--- src/rtl/router_pkg.sv ---
// Shared constants and types for the 1x3 router sync controller.
package router_pkg;

  localparam int NUM_PORTS       = 3;
  localparam int DEFAULT_TIMEOUT = 30;
  localparam int CNT_W           = 5;

  typedef logic [1:0] port_addr_t;

  localparam port_addr_t ADDR_NONE = 2'b11;

  // One-hot FIFO select for a port address; the "no port" code selects nothing.
  function automatic logic [NUM_PORTS-1:0] addr_onehot(input port_addr_t addr);
    logic [NUM_PORTS-1:0] sel;
    case (addr)
      2'b00:   sel = 3'b001;
      2'b01:   sel = 3'b010;
      2'b10:   sel = 3'b100;
      default: sel = 3'b000;
    endcase
    return sel;
  endfunction

endpackage

--- src/rtl/router_port_timer.sv ---
// Per-port read-timeout timer. Counts consecutive cycles where the port holds
// data that nobody reads and issues a registered one-cycle soft reset when the
// count reaches TIMEOUT. The counter tops out at TIMEOUT-1 and never wraps.
module router_port_timer
  import router_pkg::*;
#(
  parameter int TIMEOUT = DEFAULT_TIMEOUT,
  parameter int CNT_W   = router_pkg::CNT_W
) (
  input  logic clk,
  input  logic resetn,
  input  logic vld,
  input  logic rd,
  output logic softreset
);

  localparam logic [CNT_W-1:0] CNT_LAST = CNT_W'(TIMEOUT - 1);
  localparam logic [CNT_W-1:0] CNT_ZERO = {CNT_W{1'b0}};
  localparam logic [CNT_W-1:0] CNT_ONE  = CNT_W'(1);

  logic [CNT_W-1:0] cnt_d, cnt_q;
  logic             softreset_d, softreset_q;

  // Next-state: a live soft reset freezes counting for its one cycle, a read or
  // an empty port restarts the window, otherwise count toward the limit.
  always_comb begin
    cnt_d       = cnt_q;
    softreset_d = 1'b0;
    if (softreset_q) begin
      cnt_d = CNT_ZERO;
    end else if (rd || !vld) begin
      cnt_d = CNT_ZERO;
    end else if (cnt_q == CNT_LAST) begin
      cnt_d       = CNT_ZERO;
      softreset_d = 1'b1;
    end else begin
      cnt_d = cnt_q + CNT_ONE;
    end
  end

  // State registers with synchronous active-low reset; reset drops any pending pulse.
  always_ff @(posedge clk) begin
    if (!resetn) begin
      cnt_q       <= CNT_ZERO;
      softreset_q <= 1'b0;
    end else begin
      cnt_q       <= cnt_d;
      softreset_q <= softreset_d;
    end
  end

  assign softreset = softreset_q;

endmodule

--- src/rtl/router_sync_ctrl.sv ---
// Router sync controller: latches the header address, steers FSM write enables
// to the addressed FIFO, returns its full flag, drives per-port valid and runs
// the three read-timeout timers.
// Optional build macro ROUTER_SYNC_TIMEOUT_STATUS_EN adds a sticky per-port
// timeout status register (timeout_sts) with a clear input (sts_clr).
module router_sync_ctrl
  import router_pkg::*;
#(
  parameter int TIMEOUT = DEFAULT_TIMEOUT,
  parameter int CNT_W   = router_pkg::CNT_W
) (
  input  logic       clk,
  input  logic       resetn,
  input  logic       detectadd,
  input  logic       pktvalid,
  input  logic [1:0] data,
  input  logic       writeenreg,
  input  logic       full0,
  input  logic       full1,
  input  logic       full2,
  input  logic       empty0,
  input  logic       empty1,
  input  logic       empty2,
  input  logic       read_en0,
  input  logic       read_en1,
  input  logic       read_en2,
  output logic [2:0] write_enb,
  output logic       fifofull,
  output logic       vld_out0,
  output logic       vld_out1,
  output logic       vld_out2,
`ifdef ROUTER_SYNC_TIMEOUT_STATUS_EN
  output logic [2:0] timeout_sts,
  input  logic       sts_clr,
`endif
  output logic       softreset0,
  output logic       softreset1,
  output logic       softreset2
);

  port_addr_t           addr_d, addr_q;
  logic [NUM_PORTS-1:0] vld_vec;
  logic [NUM_PORTS-1:0] rd_vec;
  logic [NUM_PORTS-1:0] softreset_vec;

  assign vld_vec  = {~empty2, ~empty1, ~empty0};
  assign rd_vec   = {read_en2, read_en1, read_en0};
  assign vld_out0 = vld_vec[0];
  assign vld_out1 = vld_vec[1];
  assign vld_out2 = vld_vec[2];

  // Address latch: capture the header address only when the FSM decodes a valid byte.
  always_comb begin
    addr_d = addr_q;
    if (detectadd && pktvalid) begin
      addr_d = data;
    end else begin
      addr_d = addr_q;
    end
  end

  // Address register; resets to "no port" so nothing is steered until a header arrives.
  always_ff @(posedge clk) begin
    if (!resetn) begin
      addr_q <= ADDR_NONE;
    end else begin
      addr_q <= addr_d;
    end
  end

  // Write-enable steering uses the registered address, so a same-cycle latch is not yet seen.
  always_comb begin
    write_enb = 3'b000;
    if (writeenreg) begin
      write_enb = addr_onehot(addr_q);
    end else begin
      write_enb = 3'b000;
    end
  end

  // Full flag of the addressed FIFO; no port means never full.
  always_comb begin
    fifofull = 1'b0;
    case (addr_q)
      2'b00:   fifofull = full0;
      2'b01:   fifofull = full1;
      2'b10:   fifofull = full2;
      default: fifofull = 1'b0;
    endcase
  end

  router_port_timer #(.TIMEOUT(TIMEOUT), .CNT_W(CNT_W)) u_timer0 (
    .clk       (clk),
    .resetn    (resetn),
    .vld       (vld_vec[0]),
    .rd        (rd_vec[0]),
    .softreset (softreset_vec[0])
  );

  router_port_timer #(.TIMEOUT(TIMEOUT), .CNT_W(CNT_W)) u_timer1 (
    .clk       (clk),
    .resetn    (resetn),
    .vld       (vld_vec[1]),
    .rd        (rd_vec[1]),
    .softreset (softreset_vec[1])
  );

  router_port_timer #(.TIMEOUT(TIMEOUT), .CNT_W(CNT_W)) u_timer2 (
    .clk       (clk),
    .resetn    (resetn),
    .vld       (vld_vec[2]),
    .rd        (rd_vec[2]),
    .softreset (softreset_vec[2])
  );

  assign softreset0 = softreset_vec[0];
  assign softreset1 = softreset_vec[1];
  assign softreset2 = softreset_vec[2];

`ifdef ROUTER_SYNC_TIMEOUT_STATUS_EN
  logic [NUM_PORTS-1:0] sts_d, sts_q;

  // Sticky status: clear drops all bits, a soft reset in the same cycle still sets its bit.
  always_comb begin
    sts_d = sts_q;
    if (sts_clr) begin
      sts_d = softreset_vec;
    end else begin
      sts_d = sts_q | softreset_vec;
    end
  end

  // Status register with synchronous active-low reset.
  always_ff @(posedge clk) begin
    if (!resetn) begin
      sts_q <= 3'b000;
    end else begin
      sts_q <= sts_d;
    end
  end

  assign timeout_sts = sts_q;
`endif

endmodule

--- config.mk ---
export PLATFORM = sky130hd
export DESIGN_NAME = router_sync_ctrl
export DESIGN_NICKNAME = d
export VERILOG_FILES = /design/src/rtl/router_pkg.sv /design/src/rtl/router_port_timer.sv /design/src/rtl/router_sync_ctrl.sv
export SDC_FILE = /design/constraint.sdc
export NUM_CORES = 1
export LEC_CHECK = 0
export CAP_MARGIN = 20
export CORE_UTILIZATION = 25
export CTS_CLUSTER_DIAMETER = 40
export CTS_CLUSTER_SIZE = 25
export DETAILED_ROUTE_END_ITERATION = 7
export DONT_BUFFER_PORTS = 1
export GPL_TIMING_DRIVEN = 0
export PLACE_DENSITY = 0.5
export SYNTH_ARGS = -nofsm -noshare
export SYNTH_HDL_FRONTEND = slang
export SYNTH_HIERARCHICAL = 1
export SYNTH_SLANG_ARGS = --single-unit
--- constraint.sdc ---
create_clock -name clk -period 0.9 [get_ports clk]
set_input_delay 0.135 -clock clk [delete_from_list [all_inputs] [get_ports clk]]
set_output_delay 0.135 -clock clk [all_outputs]
set_load 0.1 [all_outputs]
==> metrics.yaml, run 1 <==
status: "finished, violations left"
path_delay_family: "simple AND/OR/NAND/NOR gates"
row_count: 20
powerDensity_mw_per_mm2: 1530
layout_commonest_cell: "dfxtp_1"
use_met2_pct: 14.0
io_buffers: 0
vias: 591
grt-ovfl-total: 0
grt_pass1_wl_um: 2100
synth_top_cell_area_share_pct: 47.4
hold_viol_final: 0
arrival_ns: 1.51
path_max_fanout: 6
gp_congestion: 0.658
period_share_pct: 183
maxCapViolations: 0
die_width_um: 60.1
antenna_left: 0
grtUsageMet1_pct: 8.76
vias_per_cell: 4.35
ff2ff_setup_slack_ns: -0.19
yosysSeqAreaShare_pct: 47.4
synth.net_count: 108
core_area_sq_mm: 0.00313
ctsHtreeMaxLevel: 1
antenna_found_initial: 0
top_usage_layer: "met2"
cp.required_ns: 0.76
min_path_cells: 2
design_area_sq_mm: 0.00102
dp_hpwl_um: 982
ir_drop_v: 0.000425
synth_top_area_cell: "dfxtp_1"
dr.pass1.iters: 3
hold_path.startpoint: "pktvalid"
grt_pass1_vias: 530
design_power_total_mw: 1.56
top_level_ports: 26
critPathBufInv: 0
setup_ws_ns: -0.749
cp-end-kind: "primary output"
synth.avg_cell_area_sq_um: 9.82
utilization_pct: 32.7
worst_slew_pin_slew_ns: 1.05
slew_headroom_pct: 30.0
synth_cells: 86
ys_seq_elements: 20
syn_to_final_growth_pct: 21.0
cts_buffers: 3
clk_pin_slew_ns: 0.10
dieHeight_um: 60.1
critical_path.max_stage_delay_ns: 0.86
die-area_sq_mm: 0.00361
reg2reg_to: "u_timer2/cnt_q[2]"
wl_per_cell_um: 9.75
holdWs_ns: 0.0263
first_iter_violations: 3
insertion_delay_ns: 0.29
cts_sinks: 20
wirelength_um: 1330
start_util_pct: 27.0
slew_violations: 0
p_leak_nw: 0.368
rsz0062_at_grt: "yes"
place_inst: 130
cts_tree: "built"
remaining_drc_errors: 0
crit_chain: "nor3b_4"
drive_above_1_share_pct: 26.1
final_cell_mix: "dfxtp_1, nor2_1, nand3_1, xor2_1, ha_1"
synth_cell_type_count: 18
min_period_ns: 1.65
failed_checks: "negative setup slack"
synth_area_leaders: "dfxtp_1, ha_1, nor2_1"
yosys_warnings: 6
pre_cts_slack_ns: -0.456
rr_worst_depth: 3
dpl_cell_area_sq_um: 940
critPathSlowestCell: "nor3b_4"
num_antenna_cells: 0
syn_area_sq_um: 845
root_buffer: "clkbuf_4"
setup_violations: 25
fin_cells: 136
r2r-start: "u_timer2/softreset"
fin_skew_ns: 0.00513
max_clock_freq_mhz: 606
nets: 115
startpoint_type: "flop"
critical_path_class: "reg -> out"
grt_max_degree: 12
whs_endpoint: "addr_q[0]"
use_met3_pct: 1.95
worstHoldPathType: "in -> reg"
finalSetupTns_ns: -5.35
grt_usage_pct: 8.21
clk_path_buf_depth: 2
==> how the worst max path moves through the flow <==
stage	from	endpoint	slack, ns	cells after the start
floorplan	addr_q[0]	write_enb[0]	-0.42	1
global placement	addr_q[0]	write_enb[0]	-0.44	1
detailed placement	addr_q[0]	write_enb[0]	-0.46	1
CTS	addr_q[1]	write_enb[0]	-0.78	1
global route	addr_q[1]	write_enb[0]	-0.82	1
finish	addr_q[0]	write_enb[0]	-0.75	1
==> Yosys cell counts, drive strengths merged <==
master / n
nor2b: 3
and4bb: 3
nand2: 3
nor3b: 1
xnor2: 3
mux2i: 1
ha: 6
a21oi: 2
nand3b: 1
nand4: 3
inv: 6
xor2: 6
dfxtp: 20
nor2: 15
and3b: 4
nand3: 6
o21ai: 3
==> cell type report <==
type                            instances  area, sq um
Sequential cell                        20          418
Inverter                                6         33.8
Multi-Input combinational cell         60          462
Clock buffer                            4         36.3
Tap cell                               44         55.1
Fill cell                             320         2110
Timing Repair Buffer                    2         17.5
==> registers in the layout, summed over array words and instances (netlist names) <==
register / flops
u_timer0/cnt_q: 5
u_timer1/cnt_q: 5
u_timer2/cnt_q: 5
addr_q: 2
u_timer0/softreset: 1
u_timer1/softreset: 1
u_timer2/softreset: 1
==> cell families (layout without fill, tap and decap cells) <==
logic type      after synthesis  count (layout)  synth area share, %
compound gates                5               5                 2.96
xor+xnor                      9               9                 9.33
fa+ha+maj                     6               6                 8.89
buf+inv                       6              12                 2.67
flops                        20              20                 47.4
mux                           1               1                 1.19
simple gates                 39              39                 27.6
==> power by group <==
| group | internal [mW] | switching, mW |
|---|---|---|
| Combinational | 0.0404 | 0.121 |
| Clock | 0.246 | 0.253 |
| Sequential | 0.886 | 0.0131 |
| Total | 1.17 | 0.387 |
==> what timing repair did <==
item	4_1_cts	5_1_grt
hold buffers	1	0
setup endpoints to repair	25	25
buffers inserted	1	0
hold endpoints to repair	2	0
gates cloned	0	0
pin swaps	3	1
gates resized for setup	6	5
==> metal layers <==
layer | share of wire (%) | up-vias
met3 | 5.1 | 2
met4 | 2.0 | 0
met1 | 46 | 266
met5 | 0 | -
li1 | - | 303
met2 | 46 | 20
Note: power is estimated with default switching activity, not from simulation.
==> run 2, diff against run 1 <==
--- a/config.mk
+++ b/config.mk
@@ -7,7 +7,6 @@
 export LEC_CHECK = 0
 export CAP_MARGIN = 20
 export CORE_UTILIZATION = 25
-export CTS_CLUSTER_DIAMETER = 40
 export CTS_CLUSTER_SIZE = 25
 export DETAILED_ROUTE_END_ITERATION = 7
 export DONT_BUFFER_PORTS = 1
==> results of run 2 <==
Final layout, timing and power as in run 1 (identical DEF).
